**config.mk**
```make
export PLATFORM = sky130hd
export DESIGN_NAME = halut_decoder_ctrl
export DESIGN_NICKNAME = d
export VERILOG_FILES = /design/src/rtl/halut_decoder_ctrl.sv
export SDC_FILE = /design/constraint.sdc
export NUM_CORES = 1
export LEC_CHECK = 0
export CAP_MARGIN = 10
export CORE_MARGIN = 2
export CORE_UTILIZATION = 46
export CTS_CLUSTER_DIAMETER = 150
export CTS_CLUSTER_SIZE = 28
export DETAILED_ROUTE_END_ITERATION = 8
export GPL_TIMING_DRIVEN = 0
export HOLD_SLACK_MARGIN = 0.12
export PLACE_DENSITY = 0.79
export SLEW_MARGIN = 20
export SYNTH_ARGS = -nofsm -noshare
export SYNTH_HDL_FRONTEND = slang
export SYNTH_SLANG_ARGS = --single-unit
```
**constraint.sdc**
```tcl
create_clock -name clk_i -period 2.5 [get_ports clk_i]
set_clock_uncertainty 0.05 [all_clocks]
set_input_delay 0.25 -clock clk_i [delete_from_list [all_inputs] [get_ports clk_i]]
set_output_delay 0.25 -clock clk_i [all_outputs]
set_load 0.05 [all_outputs]
```
**src/rtl/halut_decoder_ctrl.sv**
```systemverilog
// Purpose: sequencer feeding LUT contents and encoded k-indices into the halut decoder array, then collecting results.
// Latency: write/control/result outputs are registered, one cycle after the accepted beat; done/error coincide with the final result beat.
// Backpressure: lut_ready_o/enc_ready_o depend on state only; the result stream from the decoders cannot be stalled.

package halut_pkg;
    localparam int unsigned DecoderUnits  = 8;
    localparam int unsigned K             = 16;
    localparam int unsigned C             = 32;
    localparam int unsigned DataTypeWidth = 16;
endpackage

module halut_decoder_ctrl #(
    parameter int unsigned DecoderUnits   = halut_pkg::DecoderUnits,
    parameter int unsigned K              = halut_pkg::K,
    parameter int unsigned C              = halut_pkg::C,
    parameter int unsigned DataTypeWidth  = halut_pkg::DataTypeWidth,
    parameter int unsigned TimeoutCycles  = 64,
    parameter int unsigned TotalAddrWidth = $clog2(C * K),
    parameter int unsigned CAddrWidth     = $clog2(C),
    parameter int unsigned TreeDepth      = $clog2(K),
    parameter int unsigned DecAddrWidth   = $clog2(DecoderUnits)
) (
    input  logic                      clk_i,
    input  logic                      rst_ni,
    input  logic                      start_i,
    input  logic                      load_lut_i,
    input  logic                      lut_valid_i,
    output logic                      lut_ready_o,
    input  logic [DataTypeWidth-1:0]  lut_data_i,
    input  logic                      enc_valid_i,
    output logic                      enc_ready_o,
    input  logic [TreeDepth-1:0]      enc_k_i,
    output logic [DecAddrWidth-1:0]   m_addr_o,
    output logic [TotalAddrWidth-1:0] waddr_o,
    output logic [DataTypeWidth-1:0]  wdata_o,
    output logic                      we_o,
    output logic [CAddrWidth-1:0]     c_addr_o,
    output logic [TreeDepth-1:0]      k_addr_o,
    output logic                      decoder_o,
    input  logic [31:0]               result_i,
    input  logic                      valid_i,
    input  logic [DecAddrWidth-1:0]   m_addr_i,
    output logic                      res_valid_o,
    output logic [31:0]               res_data_o,
    output logic [DecAddrWidth-1:0]   res_m_addr_o,
    output logic                      busy_o,
    output logic                      done_o,
    output logic                      error_o
);

    localparam int unsigned ToWidth = $clog2(TimeoutCycles + 1);
    localparam logic [DecAddrWidth-1:0]   LastM  = DecAddrWidth'(DecoderUnits - 1);
    localparam logic [TotalAddrWidth-1:0] LastW  = TotalAddrWidth'(C * K - 1);
    localparam logic [CAddrWidth-1:0]     LastC  = CAddrWidth'(C - 1);
    localparam logic [ToWidth-1:0]        LastTo = ToWidth'(TimeoutCycles - 1);
    localparam logic [ToWidth-1:0]        MaxTo  = ToWidth'(TimeoutCycles);

    typedef enum logic [1:0] {StIdle, StLoad, StDecode, StDrain} state_e;

    state_e r_state, w_next_state;

    logic [DecAddrWidth-1:0]   r_m_cnt;
    logic [TotalAddrWidth-1:0] r_w_cnt;
    logic [CAddrWidth-1:0]     r_c_cnt;
    logic [DecAddrWidth-1:0]   r_r_cnt;
    logic [ToWidth-1:0]        r_to_cnt;

    logic w_lut_rdy, w_enc_rdy, w_busy;
    logic w_lut_acc, w_lut_last, w_enc_acc, w_enc_last;
    logic w_in_drain, w_res_match, w_res_err, w_res_done, w_timeout;

    assign w_lut_acc   = lut_valid_i & w_lut_rdy;
    assign w_lut_last  = w_lut_acc && (r_m_cnt == LastM) && (r_w_cnt == LastW);
    assign w_enc_acc   = enc_valid_i & w_enc_rdy;
    assign w_enc_last  = w_enc_acc && (r_c_cnt == LastC);
    assign w_in_drain  = (r_state == StDrain);
    assign w_res_match = (m_addr_i == r_r_cnt);
    assign w_res_err   = w_in_drain && valid_i && !w_res_match;
    assign w_res_done  = w_in_drain && valid_i && w_res_match && (r_r_cnt == LastM);
    assign w_timeout   = w_in_drain && !valid_i && (r_to_cnt == LastTo);

    // State register
    always_ff @(posedge clk_i or negedge rst_ni) begin
        if (!rst_ni) r_state <= StIdle;
        else         r_state <= w_next_state;
    end

    // Next-state decode; start is only honoured in IDLE
    always_comb begin
        w_next_state = r_state;
        unique case (r_state)
            StIdle:   if (start_i) w_next_state = load_lut_i ? StLoad : StDecode;
            StLoad:   if (w_lut_last) w_next_state = StDecode;
            StDecode: if (w_enc_last) w_next_state = StDrain;
            StDrain:  if (w_res_err || w_res_done || w_timeout) w_next_state = StIdle;
            default:  w_next_state = StIdle;
        endcase
    end

    // State-only handshake and status outputs
    always_comb begin
        w_lut_rdy = (r_state == StLoad);
        w_enc_rdy = (r_state == StDecode);
        w_busy    = (r_state != StIdle);
    end

    assign lut_ready_o = w_lut_rdy;
    assign enc_ready_o = w_enc_rdy;
    assign busy_o      = w_busy;

    // Job counters: cleared in IDLE so every job starts from unit 0, address 0, codebook 0
    always_ff @(posedge clk_i or negedge rst_ni) begin
        if (!rst_ni) begin
            r_m_cnt  <= '0;
            r_w_cnt  <= '0;
            r_c_cnt  <= '0;
            r_r_cnt  <= '0;
            r_to_cnt <= '0;
        end else begin
            case (r_state)
                StLoad: if (w_lut_acc) begin
                    if (r_w_cnt == LastW) begin
                        r_w_cnt <= '0;
                        r_m_cnt <= (r_m_cnt == LastM) ? '0 : r_m_cnt + 1'b1;
                    end else begin
                        r_w_cnt <= r_w_cnt + 1'b1;
                    end
                end
                StDecode: if (w_enc_acc) r_c_cnt <= (r_c_cnt == LastC) ? '0 : r_c_cnt + 1'b1;
                StDrain: begin
                    if (valid_i) begin
                        r_to_cnt <= '0;
                        if (w_res_match && (r_r_cnt != LastM)) r_r_cnt <= r_r_cnt + 1'b1;
                    end else if (r_to_cnt != MaxTo) begin
                        r_to_cnt <= r_to_cnt + 1'b1;
                    end
                end
                default: begin
                    r_m_cnt  <= '0;
                    r_w_cnt  <= '0;
                    r_c_cnt  <= '0;
                    r_r_cnt  <= '0;
                    r_to_cnt <= '0;
                end
            endcase
        end
    end

    // Decoder write port: one write per accepted LUT beat, address/data held otherwise
    always_ff @(posedge clk_i or negedge rst_ni) begin
        if (!rst_ni) begin
            we_o     <= 1'b0;
            m_addr_o <= '0;
            waddr_o  <= '0;
            wdata_o  <= '0;
        end else begin
            we_o <= w_lut_acc;
            if (w_lut_acc) begin
                m_addr_o <= r_m_cnt;
                waddr_o  <= r_w_cnt;
                wdata_o  <= lut_data_i;
            end
        end
    end

    // Decoder control: rises on first enc beat, held through DRAIN, dropped one cycle after the job ends
    always_ff @(posedge clk_i or negedge rst_ni) begin
        if (!rst_ni) begin
            decoder_o <= 1'b0;
            c_addr_o  <= '0;
            k_addr_o  <= '0;
        end else if (r_state == StIdle) begin
            decoder_o <= 1'b0;
            c_addr_o  <= '0;
            k_addr_o  <= '0;
        end else if (w_enc_acc) begin
            decoder_o <= 1'b1;
            c_addr_o  <= r_c_cnt;
            k_addr_o  <= enc_k_i;
        end
    end

    // Result forwarding in every state, with completion/error flags aligned to the forwarded beat
    always_ff @(posedge clk_i or negedge rst_ni) begin
        if (!rst_ni) begin
            res_valid_o  <= 1'b0;
            res_data_o   <= '0;
            res_m_addr_o <= '0;
            done_o       <= 1'b0;
            error_o      <= 1'b0;
        end else begin
            res_valid_o  <= valid_i;
            res_data_o   <= result_i;
            res_m_addr_o <= m_addr_i;
            done_o       <= w_res_done;
            error_o      <= w_res_err || w_timeout;
        end
    end

endmodule

```
### Yosys cells after proc, flatten, opt, wreduce, memory -nomap -nowiden

Index checks and enable logic that the tools add are counted.

* bitwise gates (word level): 5
* add/subtract/negate cells: 5
* reduce and logical (&&, ||, !) cells: 27
* equal/unequal tests: 21
* mux-type cells: 28

Operators by type and width (number)
* $mux 5: 4
* $mux 9: 2
* $pmux 9 s2: 1
* $mux 3: 5
* $mux 7: 2
* $ne 2x1->1 const B: 7
* $pmux 7 s2: 1
* $pmux 3 s2: 2
* $logic_and 1x1->1: 10
* $mux 2: 5
* $pmux 5 s2: 1
* $add 9x1->9 const B: 1
* $eq 9x9->1 const B: 1
* $mux 4: 2
* $pmux 2 s4: 1
* $add 7x1->7 const B: 1
* $eq 7x6->1 const B: 1
* $ne 7x7->1 const B: 1
* $add 3x1->3 const B: 2
* $eq 3x3->1 const B: 2
* $reduce_and 2->1: 3
* $reduce_and 3->1: 2
* $reduce_or 2->1: 3
* $add 5x1->5 const B: 1
* other kinds (15): 25

* output and inout port bits: 80
* flip-flop bits (word level): 106
* input bits: 62
* word-level logic and storage cells: 104

### Logic depth before layout (Yosys ltp)

* depth after elaboration: 8
* gate-level depth with buffers: 9
* gate-level depth less buffers: 8

### Worst setup path after synthesis

No wires, ideal clock.

* kind: register to register
* from: register r_state[0]
* to: register r_w_cnt[4]
* library setup time: 0.121 ns
* buffers on the path: 2
* arrival: 1.883 ns
* required time: 2.329 ns
* cell stages (with the launch flop): 9
* clock period less this slack: 2.054 ns
* slack: 0.446 ns
* cell sequence: dfrtp_1 -> inv_1 -> ha_1 -> buf_4 -> or2_1 -> buf_2 -> nor4b_2 -> xnor2_1 -> nor2_1

* cells in the longest elaborated chain, start to end: 4
* elaborated cells on any way between the ends: 9
* those cells by class: 4 x eq/ne; 1 x mux; 2 x bitwise; 2 x reduce/logical

RTL lines
* start: declaration: line 60 `state_e r_state, w_next_state;`
* start signal: assignment: line 84 `if (!rst_ni) r_state <= StIdle;`
* start signal: assignment: line 85 `else r_state <= w_next_state;`
* $eq 2x2->1 *
* named net enc_ready_o: line 31 `output logic enc_ready_o,`
* $reduce_or 2->1 (no line) *
* $not 1->1 (no line)
* $reduce_and 2->1 (no line)
* end signal: assignment: line 126 `r_w_cnt <= r_w_cnt + 1'b1;`
* end: declaration: line 63 `logic [TotalAddrWidth-1:0] r_w_cnt;`

Mark *: on every way through the listed nets, which the timed path passes. The rest lies on a longest branch.
A chain may end at the register's enable or synchronous reset.

### Worst setup path after layout

* from: register r_state[0]
* to: output port busy_o

* cells in the longest elaborated chain, start to end: 1

RTL lines
* $reduce_bool 2->1: line 104 `w_busy = (r_state != StIdle);`
* end: declaration: line 46 `output logic busy_o,`

No other way between the ends.

==> summary.txt <==
Global route
  – First-pass GRT wire length: 14650 µm
  – Tot GR Track Use: 0.1856
  – Initial antenna violation count: 0
  – Grt ovf: 0
  – Pin count of the biggest net entering global routing: 79
  – Vias in the first global route: around 3000

Critical path
  – Worst Setup Path Type: flip-flop to output port
  – Top cell by count, worst path: inv_1
  – CP peak stage delay: 520 ps
  – Worst Setup Start Kind: flip-flop
  – Family with the most delay on the worst path: buffers and inverters
  – Critical path required time: around 2200 ps
  – Crit. End Element: output port
  – Worst path cell trace: inv_1 -> ha_1 -> clkbuf_2 -> inv_1 -> dlygate4sd2_1
  – CP arrival: slightly below 2000 ps
  – Slowest CP cell: dlygate4sd2_1
  – CP bufs+invs: 4
  – Largest fanout on the critical path: 10

Drt
  – Drt via density: slightly above 5
  – Total wire length: about 8900 µm
  – DR WL/cell: 14.88 µm
  – DRT Pass-1 Iters: 4
  – DRT iter0 DRCs: 76
  – Antenna-violating nets left: 0
  – Vias: slightly above 3000
  – Number of remaining DRC errors: 0

Power and ir drop
  – Psw: ~2.6 mW
  – Logic pwr share: 0.454
  – Pwr per Cell Area: about 1000 nW/µm²
  – Clk pwr share: 0.187
  – Switching Fraction: 0.4213
  – Overall power: 6.060 mW
  – Sequential share of power: 0.359
  – Worst-case vdd ir drop: around 0.00048 V
  – P_int: approximately 3.5 mW
  – Leak: around 2.6 nW

Yosys
  – Fraction of registers with async set/reset: 1.000
  – Net Count, Synth: approximately 410
  – Synthesized cell area: roughly 4200 µm²
  – Ys flop type: dfrtp_1
  – Avg Cell Area, Syn: between 10 and 15 µm²
  – EDFF count, synth: 0
  – Synth unique cells: 44
  – Yosys warns: 0
  – Mapped Cells: between 300 and 400
  – Yosys reg bits: 106
  – Post-synthesis sequential area ratio: 0.6265

Layout
  – # diodes: 0
  – Final instance area: approximately 6000 µm²
  – Nets: 560
  – Fin util: 0.6665
  – Commonest non-fill, non-tap cell in the layout: clkdlybuf4s50_1
  – Layout cells sized above 1: 0.1063
  – Commonest non-fill, non-tap cells in the layout: clkdlybuf4s50_1, dfrtp_1, nand2_1
  – Layout area overhead: 42.70%

STA
  – Post-route setup TNS: 0 ps
  – Fmax: 0.4432 GHz
  – Hold Vio Cnt, Final: 0
  – Slew headroom: 0.6399
  – Min Tclk post-route: 2257 ps
  – Final period util: 0.9026
  – Slew Limit Fails: 0
  – RSZ-0062 raised after global routing: no
  – Tightest Pin Transition: roughly 540 ps
  – Final setup viols: 0

Clocking
  – Clk root buf: clkbuf_8
  – CTS tree: built
  – # clock sinks: about 110
  – Post CTS Setup Buffer Count: 0
  – Clk_lat worst skew: about 370 ps
  – Total CTS buffers: 9
  – Clk buf depth: 2
  – H-tree depth: 3
  – Clock-pin slew on the worst setup and hold paths: 110 ps

Floorplan
  – # rows: 35
  – Initial Util: 0.4671
  – Die Wd: around 100 µm
  – Die Ht: approximately 100 µm
  – Die Footprint: between 9000 and 10000 µm²
  – Core area: between 9000 and 10000 µm²
  – Io pins: 142

Placed design
  – Dpl hpwl: around 6600 µm
  – PortBufs: ~140
  – Final RePlAce weighted congestion: 0.7715
  – Area after DPL: between 5000 and 6000 µm²

Hold path
  – Min-Delay Path Class: input pin to asynchronous set/reset pin

Run
  – Number of max-cap violations: 0

Status
  – Run status: complete, no violations
metrics by stage:
| step | std cells | hold slack (ps) | setup slack, ps |
|---|---|---|---|
| 4_1_cts | 600 | 236.8 | 92.21 |
| 6_report | 600 | 245.7 | 243.4 |
| 2_1_floorplan | 330 | -95.59 | 446.0 |
| 3_5_place_dp | 583 | 82.91 | 221.6 |
| 3_3_place_gp | 582 | 415.0 | -2779 |
| 5_1_grt | 600 | 229.4 | 94.09 |
power by group through the flow:
stage	registers, mW	clock network [mW]	logic [mW]
6_report	2.18	1.13	2.75
5_1_grt	2.22	1.23	2.95
4_1_cts	2.18	1.16	2.78
3_5_place_dp	2.22	0	2.77
3_3_place_gp	2.20	0	2.72
2_1_floorplan	3.05	0	1.00
cell usage after synthesis (all sizes together), types with 3 or more instances:
| master | instances | area, µm² |
|---|---|---|
| inv | 13 | 48.80 |
| xnor2 | 6 | 52.55 |
| mux2 | 27 | 304.0 |
| o2bb2ai | 3 | 26.28 |
| buf | 10 | 57.55 |
| xor2 | 3 | 48.80 |
| mux2i | 7 | 70.07 |
| ha | 14 | 175.2 |
| nand3 | 11 | 55.05 |
| nor2 | 12 | 45.04 |
| and3 | 3 | 18.77 |
| nand4b | 4 | 35.03 |
| nand2 | 37 | 138.9 |
| a21oi | 11 | 55.05 |
| and2 | 3 | 18.77 |
| o31ai | 3 | 22.52 |
| dfrtp | 106 | 2653 |
| o21ai | 19 | 95.09 |
| nand2b | 6 | 37.54 |
| nor2b | 3 | 18.77 |
| nor4 | 5 | 52.55 |
| clkbuf | 3 | 11.26 |
area by class of cell:
class / instances / area (µm²)
clock buffer: 10 / 137.6
multi-input combinational: 198 / 1464
sequential: 106 / 2653
buffer: 13 / 70.07
tap: 111 / 138.9
fill: 685 / 3023
inverter: 13 / 48.80
timing repair buffer: 143 / 1449
clock inverter: 6 / 81.33
kinds of logic after synthesis:
kind of cell,synth area share
flops,0.6265
simple gates,0.1197
compound gates,0.07240
mux,0.08836
fa+ha+maj,0.04137
buf+inv,0.02778
xor+xnor,0.02394
registers in the layout, summed over array words and instances (netlist names), 3 cells and up:
| register | flops |
|---|---|
| res_m_addr_o | 3 |
| waddr_o | 9 |
| r_r_cnt | 3 |
| r_w_cnt | 9 |
| res_data_o | 32 |
| m_addr_o | 3 |
| wdata_o | 16 |
| r_m_cnt | 3 |
| r_to_cnt | 7 |
| c_addr_o | 5 |
| k_addr_o | 4 |
| r_c_cnt | 5 |
layer usage:
layer,track usage,share of wire
met2,0.3176,0.50
met5,0,0
met4,0.06955,0.014
met3,0.03760,0.053
met1,0.2344,0.44
worst paths after layout:
| kind | slack, ps | depth (start not counted) | to | from |
|---|---|---|---|---|
| worst min-delay path | 250 | 2 | res_data_o[3] | rst_ni |
| min in group clk_i | 260 | 1 | res_data_o[29] | result_i[29] |
| worst max-delay path | 240 | 5 | busy_o | r_state[0] |
| worst max register to register | 370 | 8 | r_state[0] | r_w_cnt[0] |
| max in group asynchronous | 1500 | 3 | r_m_cnt[0] | rst_ni |
| worst min register to register | 450 | 1 | wdata_o[3] | wdata_o[3] |
what timing repair did:
action / 4_1_cts / 5_1_grt
hold endpoints to repair: 106 / 0
resized for setup: 1 / 2
cloned: 0 / 0
hold buffers: 1 / 0
setup endpoints to repair: 1 / 1
worst register-to-register path: stages (launching register included):
cell     delay (ps)
dfrtp_1         430
ha_1            210
nand3_1          70
nor2_1          110
ha_1            240
nand3_1         110
a221o_1         310
a221o_2         340
mux2i_1         130
Note: power is estimated with default switching activity, not from simulation.
